$ cat config.mk
export PLATFORM = sky130hd
export DESIGN_NAME = inst_fetch
export DESIGN_NICKNAME = d
export VERILOG_FILES = /design/src/rtl/inst_fetch.sv
export SDC_FILE = /design/constraint.sdc
export NUM_CORES = 1
export LEC_CHECK = 0
export BUFFER_PORTS_ARGS = -buffer_cell sky130_fd_sc_hd__clkbuf_2
export CAP_MARGIN = 10
export CORE_MARGIN = 2
export CORE_UTILIZATION = 45
export CTS_CLUSTER_SIZE = 30
export DETAILED_ROUTE_END_ITERATION = 10
export GPL_ROUTABILITY_DRIVEN = 0
export HOLD_SLACK_MARGIN = 0.08
export PLACE_DENSITY = 0.73
export SLEW_MARGIN = 10
export SYNTH_ARGS = -nofsm -noshare
export SYNTH_HDL_FRONTEND = slang
export SYNTH_SLANG_ARGS = --single-unit
export TNS_END_PERCENT = 1
$ cat constraint.sdc
create_clock -name clk -period 3.25 [get_ports clk]
set_input_delay 0.325 -clock clk [delete_from_list [all_inputs] [get_ports clk]]
set_output_delay 0.325 -clock clk [all_outputs]
set_load 0.005 [all_outputs]
$ cat src/rtl/inst_fetch.sv
// inst_fetch: instruction fetch unit with at most one memory request in flight.
//
// Parameters
//   RESET_PC      first fetch address after reset
// Ports
//   clk           sole clock, rising edge
//   rst           synchronous active-high reset
//   imem_req      one-cycle request pulse to instruction memory
//   imem_addr     fetch address, valid while imem_req=1 (0 otherwise)
//   imem_rvalid   memory response strobe
//   imem_rdata    instruction word, valid with imem_rvalid
//   inst          registered instruction to decode
//   inst_valid    inst and pc_out are valid
//   inst_ready    downstream accepts inst this cycle
//   pc_out        address of the instruction held on inst
//   redirect_en   branch/jump redirect strobe
//   redirect_pc   redirect target address
//   misalign_err  sticky misaligned-redirect flag
//
// Build option: define FETCH_MISALIGN_CHECK_EN to reject misaligned redirect
// targets (sets misalign_err and parks the fetcher until rst). Without it,
// misalign_err is 0 and the low two target bits are forced to zero.
//
// state  | meaning
// S_REQ  | request for pc is on the memory port this cycle
// S_WAIT | request in flight, waiting for imem_rvalid
// S_HOLD | instruction presented on inst, waiting for inst_ready
module inst_fetch #(
  parameter logic [31:0] RESET_PC = 32'h0000_0000
) (
  input  logic        clk,
  input  logic        rst,
  output logic        imem_req,
  output logic [31:0] imem_addr,
  input  logic        imem_rvalid,
  input  logic [31:0] imem_rdata,
  output logic [31:0] inst,
  output logic        inst_valid,
  input  logic        inst_ready,
  output logic [31:0] pc_out,
  input  logic        redirect_en,
  input  logic [31:0] redirect_pc,
  output logic        misalign_err
);

  typedef enum logic [1:0] {S_REQ, S_WAIT, S_HOLD} state_t;

  state_t      state;
  logic [31:0] pc;
  logic        drop;        // the next response belongs to a stale request
  logic [31:0] target;
  logic        bad_target;
  logic        parked;

`ifdef FETCH_MISALIGN_CHECK_EN
  logic err_q;

  assign target       = redirect_pc;
  assign bad_target   = redirect_en && (redirect_pc[1:0] != 2'b00);
  assign parked       = err_q;
  assign misalign_err = err_q;

  always_ff @(posedge clk) begin
    if (rst)             err_q <= 1'b0;
    else if (bad_target) err_q <= 1'b1;
  end
`else
  assign target       = redirect_pc & 32'hFFFF_FFFC;
  assign bad_target   = 1'b0;
  assign parked       = 1'b0;
  assign misalign_err = 1'b0;
`endif

  // The request is decoded from the registered state so that the very first
  // cycle after reset already carries the RESET_PC request.
  assign imem_req  = !rst && !parked && (state == S_REQ);
  assign imem_addr = imem_req ? pc : 32'h0000_0000;

  always_ff @(posedge clk) begin
    if (rst) begin
      state      <= S_REQ;
      pc         <= RESET_PC;
      drop       <= 1'b0;
      inst       <= 32'h0000_0000;
      inst_valid <= 1'b0;
      pc_out     <= 32'h0000_0000;
    end else if (!parked) begin
      if (bad_target) begin
        // misaligned target: ignore the redirect and stop fetching
        state      <= S_REQ;
        inst_valid <= 1'b0;
        drop       <= 1'b0;
      end else begin
        case (state)
          S_REQ: begin
            state <= S_WAIT;
            if (redirect_en) begin
              pc   <= target;
              drop <= 1'b1;
            end
          end
          S_WAIT: begin
            if (redirect_en) begin
              pc <= target;
              if (imem_rvalid) begin
                // the arriving response is the stale one; refetch now
                drop  <= 1'b0;
                state <= S_REQ;
              end else begin
                drop <= 1'b1;
              end
            end else if (imem_rvalid) begin
              if (drop) begin
                drop  <= 1'b0;
                state <= S_REQ;
              end else begin
                inst       <= imem_rdata;
                pc_out     <= pc;
                inst_valid <= 1'b1;
                state      <= S_HOLD;
              end
            end
          end
          S_HOLD: begin
            if (redirect_en) begin
              pc         <= target;
              inst_valid <= 1'b0;
              state      <= S_REQ;
            end else if (inst_ready) begin
              pc         <= pc + 32'd4;
              inst_valid <= 1'b0;
              state      <= S_REQ;
            end
          end
          default: state <= S_REQ;
        endcase
      end
    end
  end

endmodule

==> results of run 1 <==
==> worst register-to-register path, stage by stage, from the launching register on <==
cell,delay (ns)
dfxtp_1,0.61
or3b_1,0.80
buf_4,0.38
a22o_1,0.24
a22oi_1,0.16
nor2_1,0.06
==> layout make-up <==
class	instances	share of cell area
clock buffers	10	0.0248
clock inverters	6	0.0205
inverters	3	0.00203
multi-input cells	439	0.419
flip-flops and latches	96	0.347
well taps	133	0.0300
repair buffers	169	0.157
==> kinds of logic after synthesis <==
group,after synthesis,synth area share
multiplexers,1,0.00225
flip-flops,96,0.432
buffers and inverters,54,0.0532
adder cells (fa/ha/maj),1,0.00281
AO/OA/AOI/OAI,152,0.206
AND/OR/NAND/NOR,280,0.303
other,1,0.000844
==> worst max path at each step <==
| stage | slack (ns) | cells past startpoint | from | end |
|---|---|---|---|---|
| CTS | 0.87 | 5 | state[1] | pc[11] |
| finish | 0.88 | 5 | state[1] | pc[11] |
| floorplan | 1.51 | 6 | pc[7] | pc[29] |
| global placement | 0.96 | 5 | state[1] | pc[19] |
| global route | 0.71 | 6 | state[1] | pc[15] |
| detailed placement | 0.89 | 5 | state[1] | pc[11] |
==> layer usage <==
layer,track usage,up-vias,wire length (um)
met5,0,-,0
met4,0.0820,0,138
met3,0.0511,12,764
met2,0.370,142,5900
met1,0.278,2089,5350
li1,-,2283,-
==> registers in the layout, summed over array words and instances (netlist names) <==
register / count
pc: 30
pc_out: 30
inst: 32
drop: 1
state: 2
inst_valid: 1
==> placed cells by master (no fill, tap or decap), types with 4 or more instances in the layout <==
| cell | count |
|---|---|
| nand4_1 | 6 |
| clkbuf_8 | 10 |
| a21oi_1 | 84 |
| clkbuf_2 | 159 |
| nor4_1 | 5 |
| nor2_1 | 37 |
| buf_4 | 10 |
| or3_1 | 5 |
| a211oi_1 | 4 |
| conb_1 | 5 |
| nor3_1 | 9 |
| o21ai_0 | 19 |
| dfxtp_1 | 96 |
| a22oi_1 | 7 |
| and3_1 | 5 |
| nand3_1 | 11 |
| nand2_1 | 148 |
| and2_1 | 32 |
==> through the flow <==
step                      area (um2)  cells
after global placement          5290    840
after global routing            5540    856
after detailed placement        5290    840
after CTS                       5540    856
final                           5540    856
after floorplan                 4460    589
==> where the power goes <==
part	switching [W]	total [W]	internal (W)
logic	0.000138	0.000250	0.000112
clock network	0.000427	0.000962	0.000535
registers	0.0000566	0.00128	0.00122
==> impl_summary.log, run 1 <==
INFO  metric numPortBuffers = 160
INFO  metric critPathArrivalTime = roughly 2.6 ns
INFO  metric wirelength = 12100 um
INFO  metric ys_ff_latch = 96
INFO  metric post-route-drc-count = 0
INFO  metric number_of_nets_still_failing_antenna_checks_after_routing = 0
INFO  metric worstSetupPathType = register to register
INFO  metric crit_family = simple AND/OR/NAND/NOR gates
INFO  metric finish.utilization = 0.572
INFO  metric critical_path.max_fanout = 30
INFO  metric grt_first_pass_wirelength = 18800 um
INFO  metric postLayoutSetupSlackWorst = 0.878 ns
INFO  metric fp.dieW = 103 um
INFO  metric synth.yosys.seq_area_share = 0.432
INFO  metric final_layout_size_suffix_gt1_frac = 0.279
INFO  metric max-cap-violations = 0
INFO  metric hp-class = input port to register
INFO  metric clock_sink_count = between 90 and 100
INFO  metric drtPass1Iterations = 4
INFO  metric holdCritStartpoint = imem_rvalid
INFO  metric peakVddDrop = 0.243 mV
INFO  metric fin_setup_tns = 0 ns
INFO  metric starting_density = 0.459
INFO  metric vias = 4526
INFO  metric number_of_pins_exceeding_their_max_slew_limit_in_the_final_report = 0
INFO  metric post-synth-top-area-cell = dfxtp_1
INFO  metric gr-total-overflow = 0
INFO  metric stage_delay_of_the_slowest_cell_on_the_critical_path = around 0.8 ns
INFO  metric min_period_over_period = 0.730
INFO  metric syn-cell-area = between 4000 and 5000 um2
INFO  metric regToRegStartpoint = state[1]
INFO  metric detail_route.wl_per_cell = around 14 um
INFO  metric finalHoldViolCount = 0
INFO  metric maxClockFrequency = 422 MHz
INFO  metric final-setup-viol-count = 0
INFO  metric timing.slew.headroom = 0.247
INFO  metric area_occupied_by_multi_input_gates = about 2300 um2
INFO  metric placeableCoreArea = 9680 um2
INFO  metric nNetsFinal = roughly 790
INFO  metric min_to = state[0]
INFO  metric htree_num_levels = 3
INFO  metric setup_repair_after_global_routing_missed_its_margin = false
INFO  metric rr_worst_depth = 5
INFO  metric synthesized_area_per_cell = 7.60 um2
INFO  metric post_synth_inst_count = ~600
INFO  metric yosysUniqueCellTypes = 60
INFO  metric die_outline_area = 10700 um2
INFO  metric cell_pwr_density = around 450 nW/um2
INFO  metric max_slew.worst_pin.slew = 1.13 ns
INFO  metric post_cts.resized_instances = 0
INFO  metric sequential_cell_area = 1920 um2
INFO  metric fp-row-count = 36
INFO  metric ioPinCount = about 170
INFO  metric crit_chain = or3b_1 -> buf_4 -> a22o_1 -> a22oi_1 -> nor2_1
INFO  metric endpoint_kind = register
INFO  metric data_required_time_at_the_worst_endpoint = about 3.5 ns
INFO  metric worst_hold_slack = 0.159 ns
INFO  metric clock_path_buffers = 2
INFO  metric cts_tree = built
INFO  metric antenna_found_initial = 0
INFO  metric layout_min_cycle_time = about 2.4 ns
INFO  metric leakage_power_total = 2.32 nW
INFO  metric post-synth-top-area-fraction = 0.432
INFO  metric slowest_stage = or3b_1
INFO  metric dr.first_iter.drc_count = 187
INFO  metric holdPathStages = 2
INFO  metric total_power = 0.00249 W
INFO  metric number_of_synthesized_flops_with_an_enable_pin = 0
INFO  metric tritoncts.num_buffers = 9
INFO  metric timing.reg2reg.setup_slack = 0.88 ns
INFO  metric detailedPlacementHpwl = 8340 um
INFO  metric synth.yosys.warnings = 0
INFO  metric worst_setup_hold_path_clk_slew = approximately 0.1 ns
INFO  metric clk_latency = 0.36 ns
INFO  metric asyncSetResetFlopFracSynth = 0
INFO  metric synthTopCellsByArea = dfxtp_1 43%, nand2_1 12%, a21oi_1 9.6%, and2_1 4.5%, nor2_1 3.1%
INFO  metric r2r_end = pc[11]
INFO  metric post_cts.repair.setup_buffers = 0
INFO  metric syn2layout_area_growth = 24.7%
INFO  metric synth_common_cells = 148 x nand2_1, 96 x dfxtp_1, 85 x a21oi_1
INFO  metric die-height = ~100 um
INFO  metric num-fill-cells = 926
INFO  metric cts-hold-fix-buffers = 0
INFO  metric outcome = finished clean
INFO  metric grtUsageTotal = 0.221
INFO  metric synth-main-ff-cell = dfxtp_1
INFO  metric dpl_worst_slack = 0.888 ns
INFO  metric fin_skew = 0.0122 ns
INFO  metric crit_buf_inv = 1
INFO  metric avgViaCountPerCell = 5.29
INFO  metric cell_with_the_most_instances_after_synthesis = nand2_1
INFO  metric timing.critical_path.from_type = register
INFO  metric cts.root.buffer_cell = clkbuf_8
INFO  metric n_antenna_cell = 0
INFO  metric grt_pass1_vias = 3953
INFO  metric grt_max_degree = 68
(Power assumes the default switching activity.)
==> inputs of run 2 (changes only) <==
--- a/config.mk
+++ b/config.mk
@@ -5,6 +5,7 @@
 export SDC_FILE = /design/constraint.sdc
 export NUM_CORES = 1
 export LEC_CHECK = 0
+export ABC_AREA = 1
 export BUFFER_PORTS_ARGS = -buffer_cell sky130_fd_sc_hd__clkbuf_2
 export CAP_MARGIN = 10
 export CORE_MARGIN = 2
@@ -13,7 +14,7 @@
 export DETAILED_ROUTE_END_ITERATION = 10
 export GPL_ROUTABILITY_DRIVEN = 0
 export HOLD_SLACK_MARGIN = 0.08
-export PLACE_DENSITY = 0.73
+export PLACE_DENSITY = 0.75
 export SLEW_MARGIN = 10
 export SYNTH_ARGS = -nofsm -noshare
 export SYNTH_HDL_FRONTEND = slang
==> constraint.sdc (replaced) <==
create_clock -name clk -period 1.9 [get_ports clk]
set_input_delay 0.19 -clock clk [delete_from_list [all_inputs] [get_ports clk]]
set_output_delay 0.19 -clock clk [all_outputs]
set_load 0.005 [all_outputs]
==> run 2 against run 1 <==
Count of clock-buffer cells in the layout is 1 lower. Final area is 12% higher. Critical path depth is 2 higher. Clock skew is 0.0035 ns lower. Worst setup slack worse by 0.67 ns. Routed wire length is 21% higher. Largest power group unchanged.
==> impl_summary.log, run 2 <==
INFO  metric finish.utilization = 0.601
INFO  metric vias = 5220
INFO  metric number_of_pins_exceeding_their_max_slew_limit_in_the_final_report = 0
INFO  metric most_common_library_cell_in_the_layout_ignoring_fill_and_taps = clkbuf_2
INFO  metric synth.yosys.warnings = 0
INFO  metric synth-main-ff-cell = dfxtp_1
INFO  metric outcome = finished clean
INFO  metric nNetsFinal = just under 1000
INFO  metric fp-row-count = 37
INFO  metric die-height = roughly 110 um
INFO  metric starting_density = 0.464
INFO  metric critical_path.max_fanout = 12
INFO  metric placeableCoreArea = 10400 um2
INFO  metric endpoint_kind = register
INFO  metric drtPass1Iterations = 5
INFO  metric synth.yosys.seq_area_share = 0.400
INFO  metric final_layout_size_suffix_gt1_frac = 0.251
INFO  metric grtUsageTotal = 0.256
INFO  metric ioPinCount = approximately 170
INFO  metric post-synth-top-area-cell = dfxtp_1
INFO  metric grt_pass1_vias = 5013
INFO  metric cts.root.buffer_cell = clkbuf_8
INFO  metric leakage_power_total = around 2.8 nW
INFO  metric largest_register_ff_count = 32
INFO  metric wirelength = 14700 um
INFO  metric setup_repair_after_global_routing_missed_its_margin = false
INFO  metric clk_latency = 0.37 ns
INFO  metric antenna_found_initial = 0
INFO  metric slowest_stage = dfxtp_1
INFO  metric critPathArrivalTime = 1.96 ns
INFO  metric crit_chain = nand2_2 -> nor2_4 -> inv_1 -> o21ai_0 -> nand2_1 -> nand2_1 -> a21oi_1
INFO  metric sequential_cell_area = a little under 2000 um2
INFO  metric worstSetupPathType = register to register
INFO  metric gr-total-overflow = 0
INFO  metric timing.critical_path.from_type = register
INFO  metric maxClockFrequency = 590 MHz
INFO  metric worst_setup_hold_path_clk_slew = approximately 0.1 ns
INFO  metric fin_skew = roughly 0.0087 ns
INFO  metric synth_common_cells = 148 x nand2_1, 139 x nor2_1, 96 x dfxtp_1
INFO  metric cell_with_the_most_instances_after_synthesis = nand2_1
INFO  metric number_of_nets_still_failing_antenna_checks_after_routing = 0
INFO  metric final-setup-viol-count = 0
INFO  metric post_cts.resized_instances = 0
INFO  metric fin_setup_tns = 0 ns
INFO  metric grt_max_degree = 61
INFO  metric post-route-drc-count = 0
INFO  metric postPlaceCellArea = 5710 um2
INFO  metric grt-busiest-layer = met2
INFO  metric total_power = 0.00418 W
INFO  metric clock_path_buffers = 2
INFO  metric htree_num_levels = 3
INFO  metric ys_ff_latch = 96
INFO  metric data_required_time_at_the_worst_endpoint = ~2.2 ns
INFO  metric cts_tree = built
INFO  metric stage_delay_of_the_slowest_cell_on_the_critical_path = 0.41 ns
INFO  metric max_flop_register = inst
INFO  metric grt_first_pass_wirelength = 23700 um
INFO  metric peakVddDrop = 0.443 mV
INFO  metric design_area = 6230 um2
INFO  metric n_antenna_cell = 0
INFO  metric min_period_over_period = 0.893
INFO  metric post-synth-top-area-fraction = 0.400
INFO  metric cts-hold-fix-buffers = 33
INFO  metric fp.dieW = 107 um
INFO  metric crit_buf_inv = 1
INFO  metric post_cts.repair.setup_buffers = 0
INFO  metric numPortBuffers = 160
INFO  metric synthTopCellsByArea = dfxtp_1 40%, nand2_1 12%, nor2_1 11%, o21ai_0 8.2%, a21oi_1 6.2%
INFO  metric num-fill-cells = 990
INFO  metric clock_sink_count = 96
INFO  metric detail_route.wl_per_cell = ~14 um
INFO  metric grt_util_met3 = 0.0539
INFO  metric asyncSetResetFlopFracSynth = 0
INFO  metric timing.critical_path.mode_cell = nand2_1
INFO  metric hp-class = input port to register
INFO  metric top_regs = inst: 32 flops, pc: 30 flops, pc_out: 30 flops
INFO  metric die_outline_area = 11500 um2
INFO  metric tritoncts.num_buffers = 9
INFO  metric synthesized_area_per_cell = 6.70 um2
INFO  metric crit_family = simple AND/OR/NAND/NOR gates
INFO  metric area_occupied_by_multi_input_gates = 2470 um2
INFO  metric met1_usage = 0.318
INFO  metric post_synth_inst_count = 718
INFO  metric dr.first_iter.drc_count = 328
INFO  metric layout.cells.most_common_list = 160 x clkbuf_2, 148 x nand2_1, 139 x nor2_1
INFO  metric syn-cell-area = roughly 4800 um2
INFO  metric cell_pwr_density = 671 nW/um2
INFO  metric layout_min_cycle_time = 1.70 ns
INFO  metric number_of_synthesized_flops_with_an_enable_pin = 0
INFO  metric syn2layout_area_growth = 29.5%
INFO  metric detailedPlacementHpwl = 10400 um
INFO  metric finalHoldViolCount = 0
INFO  metric max-cap-violations = 0
INFO  metric groute.layer.met2.usage = 0.447
INFO  metric avgViaCountPerCell = 5.02
INFO  metric yosysUniqueCellTypes = 33
[run 2: final timing paths]
path,slack (ns),startpoint,to,cells past startpoint
worst max-delay path,0.20,state[1],pc[8],7
worst max register to register,0.20,state[1],pc[8],7
worst min-delay path,0.09,redirect_pc[2],pc[2],3
worst min register to register,0.50,pc[31],pc[31],2
[run 2: through the flow]
stage                     hold slack (ns)  std cells  setup WS [ns]
after global placement              0.390        991          0.263
after floorplan                     0.280        722          0.554
after detailed placement            0.392        991          0.234
after CTS                          0.0985       1040          0.209
after global routing                0.107       1040         0.0628
final                              0.0906       1040          0.204
[run 2: routing by layer]
layer | vias to the layer above | share of wire
met1 | 2317 | 0.42
met5 | - | 0
met2 | 223 | 0.47
met4 | 0 | 0.020
met3 | 18 | 0.084
li1 | 2662 | -
[run 2: logic make-up after synthesis]
logic type / Yosys count / synth area share
AND/OR/NAND/NOR: 356 / 0.315
adder cells (fa/ha/maj): 1 / 0.00260
AO/OA/AOI/OAI: 168 / 0.191
buffers and inverters: 96 / 0.0913
flip-flops: 96 / 0.400
other: 1 / 0.000780
[run 2: power breakdown]
| group | leakage [nW] | total, W | internal (W) | switching, W |
|---|---|---|---|---|
| Clock | 0.0909 | 0.00132 | 0.000504 | 0.000814 |
| Combinational | 1.91 | 0.000647 | 0.000287 | 0.000360 |
| Sequential | 0.785 | 0.00222 | 0.00212 | 0.0000928 |
[run 2: cell type report]
| cell class | instances | area share |
|---|---|---|
| clock buffers | 9 | 0.0199 |
| clock inverters | 7 | 0.0104 |
| inverters | 53 | 0.0319 |
| multi-input cells | 530 | 0.397 |
| flip-flops and latches | 96 | 0.309 |
| well taps | 136 | 0.0273 |
| repair buffers | 209 | 0.205 |
[run 2: tightest hold or removal path, cell delays in order]
cell      delay, ns
clkbuf_2       0.08
nand2_1        0.07
a31oi_1        0.08
==> inputs of run 3 (changes only) <==
--- a/config.mk
+++ b/config.mk
@@ -14,7 +14,7 @@
 export DETAILED_ROUTE_END_ITERATION = 10
 export GPL_ROUTABILITY_DRIVEN = 0
 export HOLD_SLACK_MARGIN = 0.08
-export PLACE_DENSITY = 0.75
+export PLACE_DENSITY = 0.88
 export SLEW_MARGIN = 10
 export SYNTH_ARGS = -nofsm -noshare
 export SYNTH_HDL_FRONTEND = slang
==> run 3 against run 2 <==
Sequential power about the same. Die area unchanged. Critical path depth increased by 1. Routed wire length increased by 2.1%. Final cell count decreased by 0.38%. Fmax increased by 1.4%. Largest power group unchanged.
==> impl_summary.log, run 3 (synthesized netlist as in run 2, its figures left out) <==
INFO  metric antenna_found_initial = 0
INFO  metric die-height = 107 um
INFO  metric starting_density = 0.464
INFO  metric hp-class = input port to register
INFO  metric htree_num_levels = 3
INFO  metric grt_pass1_vias = 5019
INFO  metric timing.critical_path.mode_cell = nand3_1
INFO  metric placeableCoreArea = 10400 um2
INFO  metric clock_path_buffers = 2
INFO  metric timing.slew.headroom = 0.657
INFO  metric finalHoldViolCount = 0
INFO  metric detail_route.wl_per_cell = roughly 14 um
INFO  metric dr.first_iter.drc_count = 468
INFO  metric numPortBuffers = 160
INFO  metric crit_chain = ha_1 -> nand3_2 -> nor2_1 -> nand3_1 -> nand2_1 -> nand3_1 -> nand3_1 -> a21oi_1
INFO  metric max_slew.worst_pin.slew = between 0.5 and 0.6 ns
INFO  metric stage_delay_of_the_slowest_cell_on_the_critical_path = about 0.4 ns
INFO  metric fin_setup_tns = 0 ns
INFO  metric final-setup-viol-count = 0
INFO  metric top_regs = inst: 32 flops, pc: 30 flops, pc_out: 30 flops
INFO  metric outcome = finished clean
INFO  metric num-fill-cells = 950
INFO  metric cts_tree = built
INFO  metric final_layout_size_suffix_gt1_frac = 0.247
INFO  metric post-route-drc-count = 0
INFO  metric finish.utilization = 0.602
INFO  metric fin_skew = 0.0149 ns
INFO  metric nNetsFinal = around 970
INFO  metric syn2layout_area_growth = 29.8%
INFO  metric layout.cells.most_common_list = 160 x clkbuf_2, 148 x nand2_1, 139 x nor2_1
INFO  metric design_area = 6240 um2
INFO  metric detailedPlacementHpwl = 10300 um
INFO  metric ioPinCount = ~170
INFO  metric clk_latency = approximately 0.37 ns
INFO  metric worst_hold_slack = 0.114 ns
INFO  metric number_of_nets_still_failing_antenna_checks_after_routing = 0
INFO  metric peakVddDrop = 0.517 mV
INFO  metric most_common_library_cell_in_the_layout_ignoring_fill_and_taps = clkbuf_2
INFO  metric worstSetupPathType = register to register
INFO  metric grt_max_degree = 64
INFO  metric avgViaCountPerCell = 5.20
INFO  metric number_of_pins_exceeding_their_max_slew_limit_in_the_final_report = 0
INFO  metric post_cts.repair.setup_buffers = 0
INFO  metric setup_repair_after_global_routing_missed_its_margin = false
INFO  metric die_outline_area = approximately 12000 um2
INFO  metric cts.root.buffer_cell = clkbuf_8
INFO  metric fp.dieW = 107 um
INFO  metric clock_sink_count = 96
INFO  metric maxClockFrequency = ~600 MHz
INFO  metric vias = 5392
INFO  metric area_occupied_by_multi_input_gates = 2470 um2
INFO  metric worst_setup_hold_path_clk_slew = approximately 0.11 ns
INFO  metric n_antenna_cell = 0
INFO  metric data_required_time_at_the_worst_endpoint = 2.15 ns
INFO  metric layout_min_cycle_time = between 1.5 and 2 ns
INFO  metric grtUsageTotal = 0.265
INFO  metric endpoint_kind = register
INFO  metric critPathArrivalTime = approximately 1.9 ns
INFO  metric fp-row-count = 37
INFO  metric tritoncts.num_buffers = 9
INFO  metric wirelength = 15000 um
INFO  metric post_cts.resized_instances = 0
INFO  metric max-cap-violations = 0
INFO  metric grt_first_pass_wirelength = 24700 um
INFO  metric sequential_cell_area = ~1900 um2
INFO  metric largest_register_ff_count = 32
INFO  metric max_flop_register = inst
INFO  metric drtPass1Iterations = 5
INFO  metric leakage_power_total = 2.79 nW
INFO  metric slowest_stage = dfxtp_1
INFO  metric gr-total-overflow = 0
INFO  metric timing.critical_path.from_type = register
INFO  metric cts-hold-fix-buffers = 34
INFO  metric min_period_over_period = 0.881
INFO  metric critical_path.max_fanout = 5
INFO  metric postPlaceCellArea = 5680 um2
INFO  metric cell_pwr_density = 699 nW/um2
-- run 3: power by group --
| part | internal, W | switching (W) |
|---|---|---|
| Combinational | 0.000288 | 0.000364 |
| Clock | 0.000654 | 0.000834 |
| Sequential | 0.00212 | 0.0000972 |
| Total | 0.00307 | 0.00129 |
-- run 3: path summary, 6_finish.rpt --
| path | from | end | slack (ns) | cells after the start |
|---|---|---|---|---|
| worst max-delay path | pc[3] | pc[16] | 0.23 | 8 |
| worst min-delay path | imem_rdata[21] | inst[21] | 0.11 | 3 |
| worst max register to register | pc[3] | pc[16] | 0.23 | 8 |
| worst min register to register | pc[31] | pc[31] | 0.51 | 2 |
-- run 3: metal layers --
layer  vias to the layer above  global-route usage  share of wire
met5                         -                   0              0
met4                         0              0.0980          0.032
met3                        46              0.0460          0.068
met2                       244               0.441           0.47
met1                      2444               0.344           0.43
li1                       2658                   -              -
-- run 3: area by class of cell --
class,instances,share of cell area
Clock buffer,9,0.0198
Clock inverter,7,0.0148
Inverter,53,0.0319
Multi-Input combinational cell,530,0.396
Sequential cell,96,0.308
Tap cell,136,0.0273
Timing Repair Buffer,205,0.202
-- run 3: stage by stage --
stage               setup slack (ns)  power, W  cells
finish                         0.227   0.00436   1036
global route                  0.0841   0.00455   1036
CTS                            0.274   0.00436   1036
detailed placement             0.305   0.00285    986
global placement               0.338   0.00283    986
floorplan                      0.554   0.00258    722
-- run 3: critical path, delay by kind of cell, from the launching register on --
kind | cells | cell delay, ns
fa+ha+maj | 1 | 0.26
flops | 1 | 0.40
simple gates | 6 | 0.84
compound gates | 1 | 0.06
